--- src/rtl/fold_sequencer_if.sv ---
// Handshake bundle between the fold sequencer, the upstream tile buffer and the PE array.
interface fold_sequencer_if #(
  parameter int unsigned LOG_FOLD = 2
);
  logic                in_valid;
  logic                in_ready;
  logic                load_en;
  logic [LOG_FOLD-1:0] select;
  logic                out_valid;
  logic                out_ready;
  logic [LOG_FOLD-1:0] out_idx;
  logic                out_last;
  logic                tile_done;
  logic                busy;

  modport master (
    input  in_valid, out_ready,
    output in_ready, load_en, select, out_valid, out_idx, out_last, tile_done, busy
  );

  modport slave (
    output in_valid, out_ready,
    input  in_ready, load_en, select, out_valid, out_idx, out_last, tile_done, busy
  );
endinterface

--- src/rtl/fold_sequencer.sv ---
// Steps the fold-mux slice select through one tile and emits delay-matched beats to the PE array.
// Optional FOLD_PERF_EN adds saturating tile/stall counters.
module fold_sequencer #(
  parameter int unsigned FOLD     = 4,
  parameter int unsigned LOG_FOLD = 2,
  parameter int unsigned DATA_LAT = 1
) (
  input  logic clk,
  input  logic rst,
`ifdef FOLD_PERF_EN
  output logic [31:0] perf_tiles,
  output logic [31:0] perf_stalls,
`endif
  fold_sequencer_if.master bus
);
  typedef enum logic [1:0] {IDLE, ISSUE, DRAIN} state_t;

  localparam logic [LOG_FOLD-1:0] LAST_SEL = LOG_FOLD'(FOLD - 1);

  state_t              state, state_nxt;
  logic [LOG_FOLD-1:0] sel_q, sel_nxt;
  logic                cand, cand_last, stall, issue;
  logic                ov, ol;
  logic [LOG_FOLD-1:0] oi;

  // A candidate slice is presented every ISSUE cycle; it counts as issued only when not stalled.
  assign cand      = (state == ISSUE);
  assign cand_last = (sel_q == LAST_SEL);
  assign stall     = ov & ~bus.out_ready;
  assign issue     = cand & ~stall;

  assign bus.in_ready  = (state == IDLE);
  assign bus.load_en   = bus.in_valid & (state == IDLE);
  assign bus.busy      = (state != IDLE);
  assign bus.select    = sel_q;
  assign bus.out_valid = ov;
  assign bus.out_idx   = oi;
  assign bus.out_last  = ol;
  assign bus.tile_done = ov & bus.out_ready & ol;

  always_ff @(posedge clk) begin
    if (rst) begin
      state <= IDLE;
      sel_q <= '0;
    end else if (!stall) begin
      state <= state_nxt;
      sel_q <= sel_nxt;
    end
  end

  always_comb begin
    state_nxt = state;
    sel_nxt   = sel_q;
    case (state)
      IDLE: begin
        if (bus.load_en) begin
          state_nxt = ISSUE;
          sel_nxt   = '0;
        end
      end
      ISSUE: begin
        if (issue) begin
          sel_nxt = cand_last ? '0 : sel_q + 1'b1;
          // With no pipe the final beat is accepted in the issue cycle itself.
          if (cand_last) state_nxt = (DATA_LAT == 0) ? IDLE : DRAIN;
        end
      end
      DRAIN: begin
        if (bus.tile_done) state_nxt = IDLE;
      end
      default: state_nxt = IDLE;
    endcase
  end

  if (DATA_LAT == 0) begin : g_nopipe
    assign ov = cand;
    assign oi = sel_q;
    assign ol = cand & cand_last;
  end else begin : g_pipe
    logic                pv [DATA_LAT];
    logic                pl [DATA_LAT];
    logic [LOG_FOLD-1:0] pi [DATA_LAT];

    always_ff @(posedge clk) begin
      if (rst) begin
        for (int unsigned i = 0; i < DATA_LAT; i++) begin
          pv[i] <= 1'b0;
          pl[i] <= 1'b0;
          pi[i] <= '0;
        end
      end else if (!stall) begin
        pv[0] <= cand;
        pi[0] <= cand ? sel_q : '0;
        pl[0] <= cand & cand_last;
        for (int unsigned i = 1; i < DATA_LAT; i++) begin
          pv[i] <= pv[i-1];
          pi[i] <= pi[i-1];
          pl[i] <= pl[i-1];
        end
      end
    end

    assign ov = pv[DATA_LAT-1];
    assign oi = pi[DATA_LAT-1];
    assign ol = pl[DATA_LAT-1];
  end

`ifdef FOLD_PERF_EN
  always_ff @(posedge clk) begin
    if (rst) begin
      perf_tiles  <= '0;
      perf_stalls <= '0;
    end else begin
      if (bus.tile_done && perf_tiles != '1) perf_tiles <= perf_tiles + 32'd1;
      if (stall && perf_stalls != '1) perf_stalls <= perf_stalls + 32'd1;
    end
  end
`endif
endmodule

--- src/flat_wrapper.sv ---
// flat-port wrapper written by rule: the top's interface ports become plain ports
module fold_sequencer_flat 
#(
  parameter int unsigned FOLD     = 4,
  parameter int unsigned LOG_FOLD = 2,
  parameter int unsigned DATA_LAT = 1
)
  (clk, rst, bus_in_valid, bus_out_ready, bus_in_ready, bus_load_en, bus_select, bus_out_valid, bus_out_idx, bus_out_last, bus_tile_done, bus_busy);
  fold_sequencer_if #(.LOG_FOLD(LOG_FOLD)) bus_i ();
  input  logic clk;
  input  logic rst;
  input wire logic [$bits(bus_i.in_valid)-1:0] bus_in_valid;
  input wire logic [$bits(bus_i.out_ready)-1:0] bus_out_ready;
  output wire logic [$bits(bus_i.in_ready)-1:0] bus_in_ready;
  output wire logic [$bits(bus_i.load_en)-1:0] bus_load_en;
  output wire logic [$bits(bus_i.select)-1:0] bus_select;
  output wire logic [$bits(bus_i.out_valid)-1:0] bus_out_valid;
  output wire logic [$bits(bus_i.out_idx)-1:0] bus_out_idx;
  output wire logic [$bits(bus_i.out_last)-1:0] bus_out_last;
  output wire logic [$bits(bus_i.tile_done)-1:0] bus_tile_done;
  output wire logic [$bits(bus_i.busy)-1:0] bus_busy;
  assign bus_i.in_valid = bus_in_valid;
  assign bus_i.out_ready = bus_out_ready;
  assign bus_in_ready = bus_i.in_ready;
  assign bus_load_en = bus_i.load_en;
  assign bus_select = bus_i.select;
  assign bus_out_valid = bus_i.out_valid;
  assign bus_out_idx = bus_i.out_idx;
  assign bus_out_last = bus_i.out_last;
  assign bus_tile_done = bus_i.tile_done;
  assign bus_busy = bus_i.busy;
  fold_sequencer #(.FOLD(FOLD), .LOG_FOLD(LOG_FOLD), .DATA_LAT(DATA_LAT)) u_core (.clk(clk), .rst(rst), .bus(bus_i));
endmodule
--- config.mk ---
export PLATFORM = sky130hd
export DESIGN_NAME = fold_sequencer_flat
export DESIGN_NICKNAME = d
export VERILOG_FILES = /design/src/rtl/fold_sequencer_if.sv /design/src/rtl/fold_sequencer.sv /design/src/flat_wrapper.sv
export SDC_FILE = /design/constraint.sdc
export NUM_CORES = 1
export LEC_CHECK = 0
export CAP_MARGIN = 25
export CORE_AREA = 2 2 39 41
export DETAILED_ROUTE_END_ITERATION = 8
export DIE_AREA = 0 0 41 43
export PLACE_DENSITY = 0.68
export SLEW_MARGIN = 15
export SYNTH_ARGS = -nofsm -noshare
export SYNTH_HDL_FRONTEND = slang
export SYNTH_SLANG_ARGS = --single-unit
export TNS_END_PERCENT = 1
--- constraint.sdc ---
create_clock -name clk -period 1.5 [get_ports clk]
set_input_delay 0.375 -clock clk [delete_from_list [all_inputs] [get_ports clk]]
set_output_delay 0.375 -clock clk [all_outputs]
set_load 0.01 [all_outputs]
== Word level (Yosys, flattened, before mapping) ==
Memories as Yosys holds them, arrays and structs flattened.
Index checks and enable logic that the tools add are counted.

* Bits of input ports: 4
* Output and inout port bits: 10
* Word-level logic and storage cells: 50
* Memories kept: 3
* Bits in registers: 4
* Bits in writable memories: 4

{| class="wikitable"
|+ Memory list
! name !! depth !! width !! rd ports !! clocked after memory_dff !! wr ports !! line !! text
|-
| u_core.g_pipe.pi || 1 || 2 || 1 || 0 || 1 || fold_sequencer.sv:82 || <nowiki>logic [LOG_FOLD-1:0] pi [DATA_LAT];</nowiki>
|-
| u_core.g_pipe.pl || 1 || 1 || 1 || 0 || 1 || fold_sequencer.sv:81 || <nowiki>logic pl [DATA_LAT];</nowiki>
|-
| u_core.g_pipe.pv || 1 || 1 || 1 || 0 || 1 || fold_sequencer.sv:80 || <nowiki>logic pv [DATA_LAT];</nowiki>
|}

* Eq/ne operators: 7
* $add $sub $neg: 1
* Bitwise logic cells: 8
* Muxes and demuxes: 21
* Reduce and logical (&&, ||, !) cells: 8

{| class="wikitable"
|+ Operator list
! operator !! number
|-
| $mux 2 || 9
|-
| $mux 1 || 10
|-
| $and 1x1->1 || 6
|-
| $ne 2x2->1 const B || 3
|-
| $pmux 2 s3 || 1
|-
| $reduce_and 5->1 || 1
|-
| $eq 2x2->1 const B || 2
|-
| $pmux 2 s2 || 1
|-
| $reduce_and 4->1 || 1
|-
| $reduce_bool 2->1 || 2
|-
| $add 2x1->2 const B || 1
|-
| $eq 2x1->1 const B || 1
|-
| $logic_not 2->1 || 1
|-
| $ne 2x1->1 const B || 1
|-
| $not 1->1 || 2
|-
| $reduce_or 1->1 || 2
|-
| $reduce_or 2->1 || 1
|}

== Depth between registers and ports, before layout ==
* Depth after elaboration: 7
* Depth in mapped cells: 4
* Mapped depth without buffers: 4

== Worst setup path after synthesis ==
Ideal clock, no wire load.

* Path kind: reg2out
* From: reg u_core.state[1]
* To: out bus_load_en
* Stages on the path, launching flop included: 3
* Path slack: 359 ps
* Required time: 1125 ps
* Path buffers: 0
* Arrival time: 766 ps
* Path through: dfxtp_1 nor2_1 and2_1

* Word-level cells in the longest chain between the ends: 2

{| class="wikitable"
|+ Ends and longest elaborated chain
! what !! line !! text
|-
| from (decl) || fold_sequencer.sv:20 || <nowiki>state_t state, state_nxt;</nowiki>
|-
| from (signal assigned) || fold_sequencer.sv:46 || <nowiki>state <= state_nxt;</nowiki>
|-
| $logic_not 2->1 || -- ||
|-
| net bus_in_ready || flat_wrapper.sv:14 || <nowiki>output wire logic [$bits(bus_i.in_ready)-1:0] bus_in_ready;</nowiki>
|-
| $and 1x1->1 || fold_sequencer.sv:33 || <nowiki>assign bus.load_en = bus.in_valid & (state == IDLE);</nowiki>
|-
| to (decl) || flat_wrapper.sv:15 || <nowiki>output wire logic [$bits(bus_i.load_en)-1:0] bus_load_en;</nowiki>
|}

The timed path passes the listed nets, and every way through them passes these cells.

== Worst setup path after layout ==
* From: in bus_in_valid
* To: out bus_load_en

* Word-level cells in the longest chain between the ends: 1

{| class="wikitable"
|+ Ends and longest elaborated chain
! what !! line !! text
|-
| from (decl) || flat_wrapper.sv:12 || <nowiki>input wire logic [$bits(bus_i.in_valid)-1:0] bus_in_valid;</nowiki>
|-
| $and 1x1->1 || fold_sequencer.sv:33 ||
|}

No other way between the ends.

==> flow_metrics.env <==
export IMPL_critPathRequiredTime_ps=1120
export IMPL_fin_area_um2=659
export IMPL_drc_errors=0
export IMPL_core_area_um2=1380
export IMPL_place_ws_ps=-396
export IMPL_p_comb_share_pct=22.8
export IMPL_hold_class="reg -> reg"
export IMPL_path_class="in -> out"
export IMPL_power_density_nw_per_um2=856
export IMPL_cts_root_buf="clkbuf_4"
export IMPL_finalClockSkew_ps=0.757
export IMPL_ys_seq_area_share_pct=46.5
export IMPL_cts_sinks=8
export IMPL_die_h_um=43
export IMPL_maxCapViolCount=0
export IMPL_worstPathMaxFanout=2
export IMPL_yosys_area_top_type="edfxtp_1"
export IMPL_wl_per_cell_um=10.2
export IMPL_clkLatencyLatePin_ps=260
export IMPL_asyncSetResetFlopFracSynth_pct=0
export IMPL_antenna_found_initial=0
export IMPL_h_tree_depth=1
export IMPL_setup_ws_ps=39.5
export IMPL_die_area_um2=1760
export IMPL_crit_chain="clkdlybuf4s50_1 > and2_1 > buf_2"
export IMPL_cts_setup_buffers=0
export IMPL_mostFrequentLayoutCells="buf_4, dlygate4sd2_1, a21oi_1, edfxtp_1"
export IMPL_ys_seq_elements=8
export IMPL_end_kind="output port"
export IMPL_num_antenna_cells=0
export IMPL_sequentialPowerShare_pct=44.5
export IMPL_first_iter_violations=11
export IMPL_nNetsFinal=70
export IMPL_period_needed_ps=1460
export IMPL_grt_pass1_vias=348
export IMPL_r2r_cells=3
export IMPL_fmax_mhz=685
export IMPL_mostFrequentLayoutCell="buf_4"
export IMPL_synthFlopType="edfxtp_1"
export IMPL_worst_slew_pin_slew_ps=212
export IMPL_synth_edf_count=4
export IMPL_p_clk_share_pct=32.7
export IMPL_rsz0062_at_grt="no"
export IMPL_slew_violations=0
export IMPL_ff2ff_setup_slack_ps=340
export IMPL_synth_area_leaders="edfxtp_1, dfxtp_1, nor3b_2"
export IMPL_postCtsHoldBufs=0
export IMPL_die_x_um=41
export IMPL_synth_area_um2=430
export IMPL_slew_limit_headroom_pct=85.8
export IMPL_syn_num_nets=45
export IMPL_power_leakage_uw=0.000337
export IMPL_vias=385
export IMPL_min_to="u_core.bus.select[1]"
export IMPL_ioPinCount=14
export IMPL_grt_pass1_wl_um=1370
export IMPL_wl_um=815
export IMPL_cpPeakStageDelay_ps=470
export IMPL_yosys_warnings=0
export IMPL_hold_path_depth=2
export IMPL_gp_congestion=0.765
export IMPL_syn_area_per_cell_um2=10.8
export IMPL_grt_usage_pct=12.0
export IMPL_r2r_start="u_core.g_pipe.pv[0]"
export IMPL_arrival_ps=1090
export IMPL_grt_ovfl_total=0
export IMPL_critPathSlowestCell="clkdlybuf4s50_1"
export IMPL_cts_buffers=3
export IMPL_reg2reg_to="u_core.g_pipe.pl[0]"
export IMPL_ys_types=22
export IMPL_power_net_switching_uw=151
export IMPL_io_buffers=13
export IMPL_placed_cell_area_um2=633
export IMPL_path_clk_slew_ps=60
export IMPL_ant_nets=0
export IMPL_grt_max_degree=8
export IMPL_dr_pass1_iters=4
export IMPL_core_rowCount=14
export IMPL_start_kind="input pin"
export IMPL_switching_share_pct=26.7
export IMPL_p_int_uw=414
export IMPL_synth_top_area_share_pct=27.9
export IMPL_min_delay_start="u_core.bus.select[1]"
export IMPL_netlist_instances=40
export IMPL_status="finished clean"
export IMPL_setup_violations=0
export IMPL_layout_drive_gt1_share_pct=34.4
export IMPL_synthToLayoutAreaGrowth_pct=53.2
export IMPL_fin_crit_sh_pct=97.4
export IMPL_cts_tree="yes"
export IMPL_finalHoldViolCount=0
export IMPL_clockBufferDepth=2
export IMPL_irDropWorstVdd_mv=0.357
export IMPL_viasPerCell=4.81
export IMPL_start_util_pct=31.1
## power by group through the flow
stage                     clock [uW]  combinational [uW]  sequential (uW)
final                            184                 128              251
after global routing             192                 142              253
after CTS                        185                 130              250
after detailed placement           0                 140              255
after global placement             0                 139              254
after floorplan                    0                60.5              263
## synth_stat cells (all sizes together), types with 2 or more instances
library cell and number:
dfxtp 4, o31ai 2, a21oi 4, inv 2, nand2b 2, nor3b 3
edfxtp 4, nor2b 2, nor2 4, nand3 3
## area by class of cell
type	instances	area (um^2)
Fill cell	116	724
Multi-Input combinational cell	29	223
Sequential cell	8	201
Timing Repair Buffer	21	181
Clock buffer	4	26.3
Tap cell	16	20.0
Inverter	2	7.51
## sequential cells by signal (all words and copies together) (netlist names)
register and count:
u_core.bus.select 2, u_core.g_pipe.pl 1, u_core.state 2, u_core.g_pipe.pi 2
u_core.g_pipe.pv 1
## logic make-up after synthesis
group	synth area share, %
AOI/OAI and AO/OA	12.8
and+or+nand+nor	34.3
buffers and inverters	3.49
DFF	46.5
adders and majority gates	2.91
## stage by stage
stage / setup TNS [ps] / std cells / util [%] / total power (uW) / hold WS (ps)
final: 0 / 80 / 47.6 / 564 / 505
after global routing: 0 / 80 / 47.6 / 587 / 538
after CTS: -85.7 / 80 / 47.0 / 565 / 504
after detailed placement: -756 / 76 / 45.8 / 394 / 499
after global placement: -750 / 76 / 45.8 / 393 / 497
after floorplan: 0 / 40 / - / 323 / 491
## metal layers
metal  up-vias  routed length, um  GRT usage, %
met2        12                444          16.6
met3         0                 38          1.57
met5         -                  0             0
li1        192                  -             -
met1       181                333          14.0
met4         0                  0          13.3
## critical path, delay by kind of cell
| family | cells | cell delay, ps |
|---|---|---|
| buffers and inverters | 2 | 590 |
| AND/OR/NAND/NOR | 1 | 120 |
## worst max path at each step
stage | startpoint | endpoint | slack [ps]
floorplan | u_core.state[1] | bus_load_en | 360
global placement | bus_out_ready | bus_tile_done | -380
detailed placement | bus_out_ready | bus_tile_done | -400
CTS | bus_out_ready | bus_tile_done | -90
global route | u_core.state[0] | bus_busy | 3
finish | bus_in_valid | bus_load_en | 40
## what timing repair did
item,CTS,global route
endpoints found under the setup margin,8,4
pin swaps,1,2
hold endpoints to repair,0,0
gates cloned,0,0
gates resized for setup,14,7
Note: power is estimated with default switching activity, not from simulation.
